**config.mk**
```make
export PLATFORM = sky130hd
export DESIGN_NAME = ov7670_sccb_config
export DESIGN_NICKNAME = d
export VERILOG_FILES = /design/src/rtl/ov7670_sccb_config.sv
export SDC_FILE = /design/constraint.sdc
export NUM_CORES = 1
export LEC_CHECK = 0
export ABC_AREA = 1
export BUFFER_PORTS_ARGS = -buffer_cell sky130_fd_sc_hd__buf_2
export CELL_PAD_IN_SITES_DETAIL_PLACEMENT = 0
export CELL_PAD_IN_SITES_GLOBAL_PLACEMENT = 1
export CORE_ASPECT_RATIO = 0.6
export CORE_MARGIN = 5
export CORE_UTILIZATION = 39
export DETAILED_ROUTE_END_ITERATION = 8
export HOLD_SLACK_MARGIN = 0.03
export PLACE_DENSITY_LB_ADDON = 0.1
export SYNTH_ARGS = -nofsm -noshare
export SYNTH_HDL_FRONTEND = slang
export SYNTH_SLANG_ARGS = --single-unit
```
**constraint.sdc**
```tcl
create_clock -name i_clk -period 1.7 [get_ports i_clk]
set_input_delay 0.085 -clock i_clk [delete_from_list [all_inputs] [get_ports i_clk]]
set_output_delay 0.085 -clock i_clk [all_outputs]
set_load 0.05 [all_outputs]
```
**src/rtl/ov7670_sccb_config.sv**
```systemverilog
// OV7670 register-initialisation sequencer: walks a {reg, value} ROM and issues SCCB writes.
// Optional NACK retry/skip behaviour is enabled with `define SCCB_CFG_NACK_RETRY_EN.
module ov7670_sccb_config #(
  parameter int unsigned IP_CLK_FREQ = 50000000,
  parameter int unsigned I2C_FREQ    = 100000,
  parameter logic [7:0]  DEV_WR_ID   = 8'h42,
  parameter int unsigned POWERUP_MS  = 10,
  parameter int unsigned ROM_AW      = 8,
  parameter int unsigned MAX_RETRY   = 3
) (
  input  logic              i_clk,
  input  logic              i_rstn,
  input  logic              i_cfg_start,
  output logic [ROM_AW-1:0] o_rom_addr,
  input  logic [15:0]       i_rom_data,
  output logic              o_i2c_start,
  output logic              o_i2c_stop,
  output logic [7:0]        o_i2c_wr_byte,
  input  logic              i_i2c_tx_done,
  input  logic              i_i2c_ack,
  output logic              o_cfg_busy,
  output logic              o_cfg_done,
  output logic              o_nack_err,
  output logic [ROM_AW-1:0] o_entry_cnt
);

  localparam int unsigned CYC_PER_MS = IP_CLK_FREQ / 1000;
  localparam int unsigned PWR_CYC    = POWERUP_MS * CYC_PER_MS;
  localparam int unsigned DLY_CYC    = 10 * CYC_PER_MS;
  localparam int unsigned GAP_CYC    = 2 * IP_CLK_FREQ / I2C_FREQ;
  localparam int unsigned TW         = 32;
  localparam logic [TW-1:0] PWR_LOAD = TW'(PWR_CYC - 1);
  localparam logic [TW-1:0] DLY_LOAD = TW'(DLY_CYC - 1);
  localparam logic [TW-1:0] GAP_LOAD = TW'(GAP_CYC - 1);

  // Timers are loaded with N-1, so every count must be at least one cycle.
  if (ROM_AW < 1 || IP_CLK_FREQ < 1000 || POWERUP_MS == 0 || GAP_CYC == 0 || MAX_RETRY > 255)
  begin : g_bad_param
    $error("ov7670_sccb_config: illegal parameter combination");
  end

  typedef enum logic [3:0] {
    IDLE, PWR_WAIT, FETCH, DECODE, START, XFER, GAP, DELAY, DONE
  } state_t;

  state_t              state, state_d;
  logic [TW-1:0]       timer, timer_d;
  logic [ROM_AW-1:0]   rom_addr, rom_addr_d, entry_cnt, entry_cnt_d;
  logic [7:0]          reg_addr, reg_addr_d, reg_val, reg_val_d, wr_byte, wr_byte_d;
  logic [1:0]          byte_idx, byte_idx_d;
  logic                start, start_d, stop, stop_d, busy, busy_d, done, done_d;
  logic                nack, nack_d, last, last_d, adv;
`ifdef SCCB_CFG_NACK_RETRY_EN
  localparam int unsigned RW = $clog2(MAX_RETRY + 2);
  logic [RW-1:0]       retry, retry_d;
  logic                txn_nack, txn_nack_d;
`endif

  // State and datapath registers.
  always_ff @(posedge i_clk or negedge i_rstn) begin
    if (!i_rstn) begin
      state     <= PWR_WAIT;
      timer     <= PWR_LOAD;
      rom_addr  <= '0;
      entry_cnt <= '0;
      reg_addr  <= '0;
      reg_val   <= '0;
      wr_byte   <= DEV_WR_ID;
      byte_idx  <= '0;
      start     <= 1'b0;
      stop      <= 1'b0;
      busy      <= 1'b1;
      done      <= 1'b0;
      nack      <= 1'b0;
      last      <= 1'b0;
`ifdef SCCB_CFG_NACK_RETRY_EN
      retry     <= '0;
      txn_nack  <= 1'b0;
`endif
    end else begin
      state     <= state_d;
      timer     <= timer_d;
      rom_addr  <= rom_addr_d;
      entry_cnt <= entry_cnt_d;
      reg_addr  <= reg_addr_d;
      reg_val   <= reg_val_d;
      wr_byte   <= wr_byte_d;
      byte_idx  <= byte_idx_d;
      start     <= start_d;
      stop      <= stop_d;
      busy      <= busy_d;
      done      <= done_d;
      nack      <= nack_d;
      last      <= last_d;
`ifdef SCCB_CFG_NACK_RETRY_EN
      retry     <= retry_d;
      txn_nack  <= txn_nack_d;
`endif
    end
  end

  // Next-state and next-output logic.
  always_comb begin
    state_d     = state;
    timer_d     = timer;
    rom_addr_d  = rom_addr;
    entry_cnt_d = entry_cnt;
    reg_addr_d  = reg_addr;
    reg_val_d   = reg_val;
    wr_byte_d   = wr_byte;
    byte_idx_d  = byte_idx;
    stop_d      = stop;
    nack_d      = nack;
    last_d      = last;
    adv         = 1'b1;
`ifdef SCCB_CFG_NACK_RETRY_EN
    retry_d     = retry;
    txn_nack_d  = txn_nack;
`endif

    case (state)
      IDLE, DONE: begin
        if (i_cfg_start) begin
          state_d     = PWR_WAIT;
          timer_d     = PWR_LOAD;
          rom_addr_d  = '0;
          entry_cnt_d = '0;
          nack_d      = 1'b0;
          last_d      = 1'b0;
          wr_byte_d   = DEV_WR_ID;
`ifdef SCCB_CFG_NACK_RETRY_EN
          retry_d     = '0;
`endif
        end
      end
      PWR_WAIT: begin
        if (timer == '0) state_d = FETCH;
        else             timer_d = timer - TW'(1);
      end
      FETCH: state_d = DECODE;
      DECODE: begin
        if (i_rom_data == 16'hFFFF) begin
          state_d = DONE;
        end else if (i_rom_data == 16'hFFF0) begin
          state_d = DELAY;
          timer_d = DLY_LOAD;
        end else begin
          state_d    = START;
          reg_addr_d = i_rom_data[15:8];
          reg_val_d  = i_rom_data[7:0];
          byte_idx_d = 2'd0;
          wr_byte_d  = DEV_WR_ID;
`ifdef SCCB_CFG_NACK_RETRY_EN
          txn_nack_d = 1'b0;
`endif
        end
      end
      START: state_d = XFER;
      XFER: begin
        if (i_i2c_tx_done) begin
          if (i_i2c_ack) nack_d = 1'b1;
`ifdef SCCB_CFG_NACK_RETRY_EN
          if (i_i2c_ack) txn_nack_d = 1'b1;
`endif
          if (byte_idx == 2'd2) begin
            state_d = GAP;
            timer_d = GAP_LOAD;
            stop_d  = 1'b0;
`ifdef SCCB_CFG_NACK_RETRY_EN
            // A NACKed entry is resent MAX_RETRY times, then skipped uncounted.
            if (txn_nack_d && (retry < RW'(MAX_RETRY))) begin
              retry_d = retry + RW'(1);
              adv     = 1'b0;
            end else begin
              retry_d = '0;
              if (!txn_nack_d) entry_cnt_d = entry_cnt + ROM_AW'(1);
            end
`else
            entry_cnt_d = entry_cnt + ROM_AW'(1);
`endif
            if (adv) begin
              if (rom_addr == '1) last_d     = 1'b1;
              else                rom_addr_d = rom_addr + ROM_AW'(1);
            end
          end else begin
            byte_idx_d = byte_idx + 2'd1;
            wr_byte_d  = (byte_idx_d == 2'd1) ? reg_addr : reg_val;
`ifdef SCCB_CFG_NACK_RETRY_EN
            stop_d     = (byte_idx_d == 2'd2) || txn_nack_d;
`else
            stop_d     = (byte_idx_d == 2'd2);
`endif
          end
        end
      end
      GAP: begin
        if (timer == '0) state_d = last ? DONE : FETCH;
        else             timer_d = timer - TW'(1);
      end
      DELAY: begin
        if (timer == '0) begin
          if (rom_addr == '1) begin
            state_d = DONE;
          end else begin
            state_d    = FETCH;
            rom_addr_d = rom_addr + ROM_AW'(1);
          end
        end else begin
          timer_d = timer - TW'(1);
        end
      end
      default: state_d = PWR_WAIT;
    endcase

    start_d = (state_d == START);
    busy_d  = !((state_d == IDLE) || (state_d == DONE));
    done_d  = (state_d == DONE);
  end

  assign o_rom_addr    = rom_addr;
  assign o_i2c_start   = start;
  assign o_i2c_stop    = stop;
  assign o_i2c_wr_byte = wr_byte;
  assign o_cfg_busy    = busy;
  assign o_cfg_done    = done;
  assign o_nack_err    = nack;
  assign o_entry_cnt   = entry_cnt;

endmodule

```
# Yosys cells after proc, flatten, opt, wreduce, memory -nomap -nowiden
# Index checks and enable logic that the tools add are counted.
[classes]
muxes = 48
n_shift = 0
n_reduce_logical = 21
n_eq_ne = 27
n_mul = 0
add_sub_neg = 4
bitwise_logic = 2
magnitude_cmp = 0
n_div = 0
[ops]
columns = ["cell", "n"]
rows = [
  ["$mux W32", 6],
  ["$pmux W32 S4", 1],
  ["$mux W8", 13],
  ["$pmux W8 S3", 2],
  ["$mux W4", 9],
  ["$eq A16 B16 Y1 const B", 2],
  ["$logic_not A32 Y1", 1],
  ["$pmux W4 S8", 1],
  ["$sub A32 B1 Y32 const B", 1],
  ["$ne A2 B2 Y1 const B", 11],
  ["$eq A4 B3 Y1 const B", 5],
  ["$add A8 B1 Y8 const B", 2],
  ["$pmux W8 S2", 1],
  ["$reduce_and A5 Y1", 3],
  ["$mux W2", 5],
  ["$eq A4 B2 Y1 const B", 2],
  ["$eq A4 B4 Y1 const B", 2],
  ["$eq A8 B8 Y1 const B", 1],
  ["$logic_not A4 Y1", 2],
  ["$reduce_and A4 Y1", 2],
  ["$mux W1", 7],
  ["$reduce_and A7 Y1", 1],
  ["$reduce_and A6 Y1", 1],
  ["$reduce_bool A3 Y1", 2],
  ["other kinds (15)", 19],
]
[word_totals]
memories = 0
elab_cells = 116
ff_bits = 84
input_bits = 21
out_inout_bits = 29
ramBits = 0
romBits = 0
latch_bits = 0

# Depth between registers and ports, before layout
[depth]
word_depth = 7
ltp_mapped = 13
ltp_nobuf = 12

# Worst setup path before layout
# OpenSTA, ideal clock, no wires.
[synth_path]
path_kind = "reg2reg"
start = "register rom_addr[0], in the netlist o_rom_addr[0]"
end = "register rom_addr[7], in the netlist o_rom_addr[7]"
synth_period_minus_slack_ns = 1.999
path_stages_with_launch = 9
arrival_time_ns = 1.925
slack_ns = -0.299
path_buffers = 1
required_time_ns = 1.626
setup_time_ns = 0.074
cell_sequence = "dfrtp_1 ha_1 nand4_1 nor3_1 nand2_1 nand3_4 buf_6 nand2_1 o21ai_2"
[synth_via]
elab_chain_len = 5
word_cells_on_any_way = 7
classes_between = "add/sub: 1; eq/ne: 1; mux: 5"
[synth_rtl]
columns = ["item", "line", "text"]
rows = [
  ["from (decl)", "48", "logic [ROM_AW-1:0] rom_addr, rom_addr_d, entry_cnt, entry_cnt_d;"],
  ["from (signal assigned)", "83", "rom_addr <= rom_addr_d;"],
  ["$add A8 B1 Y8 or $eq A8 B8 Y1 (tied branches)", "--", ""],
  ["$mux W8 (*)", "182, 202", ""],
  ["$mux W8", "165", "if (byte_idx == 2'd2) begin"],
  ["$mux W8", "160", "if (i_i2c_tx_done) begin"],
  ["$pmux W8 S3 (*)", "121", "case (state)"],
]
# Every way passes the cells marked *; elsewhere a longest branch is shown, timed or not. The select of a mux whose other input is x is not followed.
# A chain may end at the register's enable or synchronous reset.

# Final worst setup path
[layout_path]
start = "register state[1]"
end = "register timer[15]"
[layout_via]
elab_chain_len = 4
word_cells_on_any_way = 18
classes_between = "eq/ne: 12; mux: 1; reduce/logical: 5"
[layout_rtl]
columns = ["item", "line", "text"]
rows = [
  ["from (decl)", "46", "state_t state, state_d;"],
  ["from (signal assigned)", "81", "state <= state_d;"],
  ["$eq A4 B3 Y1 (tied with other cells)", "121", ""],
  ["$reduce_or A3 Y1 (no line) or $reduce_or A2 Y1 (tied branches)", "--", ""],
  ["$ne A2 B2 Y1 (no line) or $reduce_bool A4 Y1 (tied branches)", "--", ""],
  ["$reduce_and A7 Y1 (no line)", "--", ""],
  ["to (signal assigned)", "82", "timer <= timer_d;"],
  ["to (decl)", "47", "logic [TW-1:0] timer, timer_d;"],
]
# Several ways; a longest one is shown, not always the timed one.

==> summary by stage <==
Synthesis
After synthesis the cells add up to 4950 um2. Synthesis produced a netlist with a net count of 708. The synthesized area divided by synthesized cell count is between 7 and 8 um2. Yosys attributes the largest share of cell area to dfrtp_1 (35%), nand2_1 (18%), dfstp_2 (8.0%), nor2_1 (7.3%), inv_1 (4.7%). For this run, the register share of the synthesized area comes to 0.429. The number of synthesized register bits is 84. The largest total area in the synthesized netlist belongs to dfrtp_1. Of the post-synthesis cell area, the dominant cell type holds 0.349. Synthesis produced a netlist whose cell count is 681. The count of yosys warnings during synthesis is 0. The distinct cell type count of the synthesized netlist is 40.

Worst setup path
The worst setup path is of the flip-flop to flip-flop kind. The critical path goes through nor2_2 -> nand2_2 -> or2_4 -> nand2_2 -> a21oi_2 -> nand3_4 -> buf_12 -> buf_16 -> nand2_1 -> o21ai_1. In this design, the stage delay of the slowest critical-path cell is 480 ps. The required time of the worst setup path is 1970 ps. The worst path arrival time is between 2000 and 2500 ps. The critical path contains buffers and inverters numbering 2 combined. STA classifies the critical path endpoint as a flip-flop. The slowest cell on the critical path is dfrtp_2. The largest fanout of any net on the critical path is 12. Among cell families on the critical path, the largest total delay comes from simple AND/OR/NAND/NOR gates. By instance count, the cell type seen most on the critical path is nand2_2. The worst setup path is launched from a flip-flop.

Detailed routing
The number of search-and-repair iterations in the first detailed-routing pass is 5. The routed layout has 5156 vias. The residual antenna-violating net count after detailed routing is 0. In this run, the number of DRC markers left after iteration 0 of detailed routing was 361.

The overall routed net length is between 15 and 20 mm. The average detailed-routed wire length per instance is 15.7 um. For this run, design rule violations remaining after detail routing come to 0.

Using the TritonRoute via totals, the vias-per-cell ratio works out to 4.98.

Global route
For this run, global-route usage on met3 was measured as 0.0547. The via count of the first global-routing pass is about 4700. The overall routing resource usage is 0.212. The most heavily used metal layer in global routing is met1. The total congestion overflow is 0. The met1 usage is 0.362. The initial antenna violation count is 0. For this run, global-route usage on met2 was measured as 0.258.

The global-route wire length before repair is 25.4 mm. The pin count of the biggest net entering global routing is 37.

Pwr
The peak supply drop is 0.448 mV. Summed over all cells, the static leakage comes to 3.83 nW. Dividing total power by cell area gives a power density of 553 nW/um2. The overall power is 4.07 mW.

Placement
The number of I/O port buffers is between 40 and 50. The HPWL after detailed placement is about 12 mm. Prior to clock tree synthesis, the placed netlist has a worst setup slack of -102 ps. The cell area after placement is 6220 um2. The routability-driven placement congestion ratio is 0.976. The instance count after placement with tap cells included is 985.

STA
The time the final worst path needs with I/O delays and setup is 1830 ps. On the final layout, the worst hold slack is 123 ps. The clock skew is 9.97 ps.

The max-slew violation total from the final report is 0. In the post-route analysis, the smallest setup slack over all paths is -125 ps. The final worst-path cycle share is 1.07. Timing would allow up to 0.548 GHz. Setup repair after global routing could not meet its margin everywhere. The final hold violation count is 0.

In this run the tightest slew margin relative to its limit is 0.653. The final number of setup-violating endpoints is 49. The summed negative setup slack over all endpoints is -3760 ps. At the pin with the least slew margin, the transition time is 520 ps.

Die
For this configuration, the core starts out at a cell density of 0.405. The die is approximately 160 um wide. In this run the standard cell core region covers 12200 um2. The full die area is 15100 um2. The initialized floorplan defines 31 standard-cell rows. During I/O placement, the number of pins put on the boundary was 50. The floorplan die height is about 100 um.

Cells and area
The filler cell count in the final layout is 1101. The post-layout instance count excluding filler cells is 1036. In the layout the commonest cells are nand2_1 (186), buf_4 (104), nor2_1 (66). After routing the design area is 7340 um2. The number of nets in the final layout is 893. The number of antenna cells inserted is 0. The commonest non-fill, non-tap cell in the layout is nand2_1. Of the cells placed in the final design, the portion with a size suffix greater than 1 is 0.410. The area growth from synthesis to final layout is 48.5%. At the end of the flow the core is filled with cells to 0.601.

Clocking
TritonCTS created 9 clock buffers. The worst-case clock buffer depth is 2. The clock drives 84 sinks. The maximum level of the CTS H-tree is 3. TritonCTS built the clock tree. The clock tree root buffer cell is clkbuf_16. After clock tree synthesis, the clock-pin slew on the worst setup and hold paths is 70 ps. The later pin in the worst-skew pair is clocked with a latency of between 300 and 400 ps.

Status
The flow ran to the end, but the final reports show violations. The final reports fail on negative setup slack.

Job
Across the run, the number of max-cap violations was 0.

Hold path
The class of the most critical hold timing path is input pin to flip-flop.
==> logic make-up (layout without fill, tap and decap cells) <==
group / Yosys count / in the layout / synth area share
xor gates and xnor gates: 22 / 22 / 0.0389
muxes: 1 / 1 / 0.00228
buffers and inverters: 80 / 269 / 0.0698
adders and majority gates: 6 / 6 / 0.0152
and+or+nand+nor: 394 / 395 / 0.331
DFF: 84 / 84 / 0.429
AOI/OAI and AO/OA: 94 / 94 / 0.115
==> state kept, by name, summed over array words and instances (netlist names) <==
register	cells
reg_val	8
o_rom_addr	8
o_nack_err	1
o_i2c_wr_byte	8
o_cfg_done	1
timer	32
state	4
o_cfg_busy	1
o_i2c_start	1
last	1
o_i2c_stop	1
reg_addr	8
o_entry_cnt	8
byte_idx	2
==> report_power, final <==
group / internal (mW) / total (mW) / switching, mW / leakage [nW]
registers: 2.00 / 2.00 / 0 / 1.05
clock network: 1.05 / 1.95 / 0.903 / 0.139
logic: 0.0526 / 0.118 / 0.0658 / 2.64
total: 3.10 / 4.07 / 0.968 / 3.83
==> per-layer routing <==
metal / vias up / wire, um
li1: 2551 / -
met1: 2422 / 8790
met2: 174 / 5990
met3: 9 / 1330
met4: 0 / 114
met5: - / 0
==> layout make-up <==
class / count / area [um2] / share of cell area
Clock buffer: 10 / 239 / 0.0325
Tap cell: 165 / 206 / 0.0281
Clock inverter: 6 / 47.5 / 0.00647
Multi-Input combinational cell: 518 / 2910 / 0.396
Timing Repair Buffer: 189 / 1560 / 0.213
Sequential cell: 84 / 2130 / 0.290
Inverter: 64 / 250 / 0.0341
==> worst reg2reg max path: cells and delay by family, from the launching register on <==
family	cells	cell delay [ps]
DFF	1	480
AOI/OAI and AO/OA	2	140
buffers and inverters	2	350
and+or+nand+nor	6	780
==> Yosys cell counts (all sizes together) <==
| cell type | number |
|---|---|
| nand2 | 234 |
| nor2 | 99 |
| o21ai | 71 |
| dfrtp | 69 |
| inv | 64 |
| nand3 | 38 |
| xor2 | 16 |
| dfstp | 15 |
| a21oi | 14 |
| buf | 11 |
| nand4 | 11 |
| ha | 6 |
| xnor2 | 6 |
| clkbuf | 5 |
| nor3 | 4 |
| or2 | 4 |
| a31o | 3 |
| nand3b | 2 |
| o2111ai | 2 |
| o31ai | 2 |
| a21boi | 1 |
| and2 | 1 |
| mux2 | 1 |
| nor3b | 1 |
| o21bai | 1 |
==> path summary, 6_finish.rpt <==
path                                   from               end  slack (ps)  depth (start not counted)
setup / recovery                   state[1]         timer[15]        -130                         10
hold / removal                i_i2c_tx_done    o_entry_cnt[0]         120                          3
setup reg to reg                   state[1]         timer[15]        -130                         10
hold reg to reg            o_i2c_wr_byte[2]  o_i2c_wr_byte[2]         480                          2
max in group asynchronous            i_rstn         timer[15]         800                          3
min in group asynchronous            i_rstn       reg_addr[1]         250                          2
==> what timing repair did <==
item	4_1_cts	5_1_grt
setup buffers	6	5
setup endpoints to repair	73	79
pin swaps	7	17
gates resized for setup	44	106
hold buffers	17	0
gates cloned	4	3
hold endpoints to repair	42	0
Power figures use the tool's default switching activity.
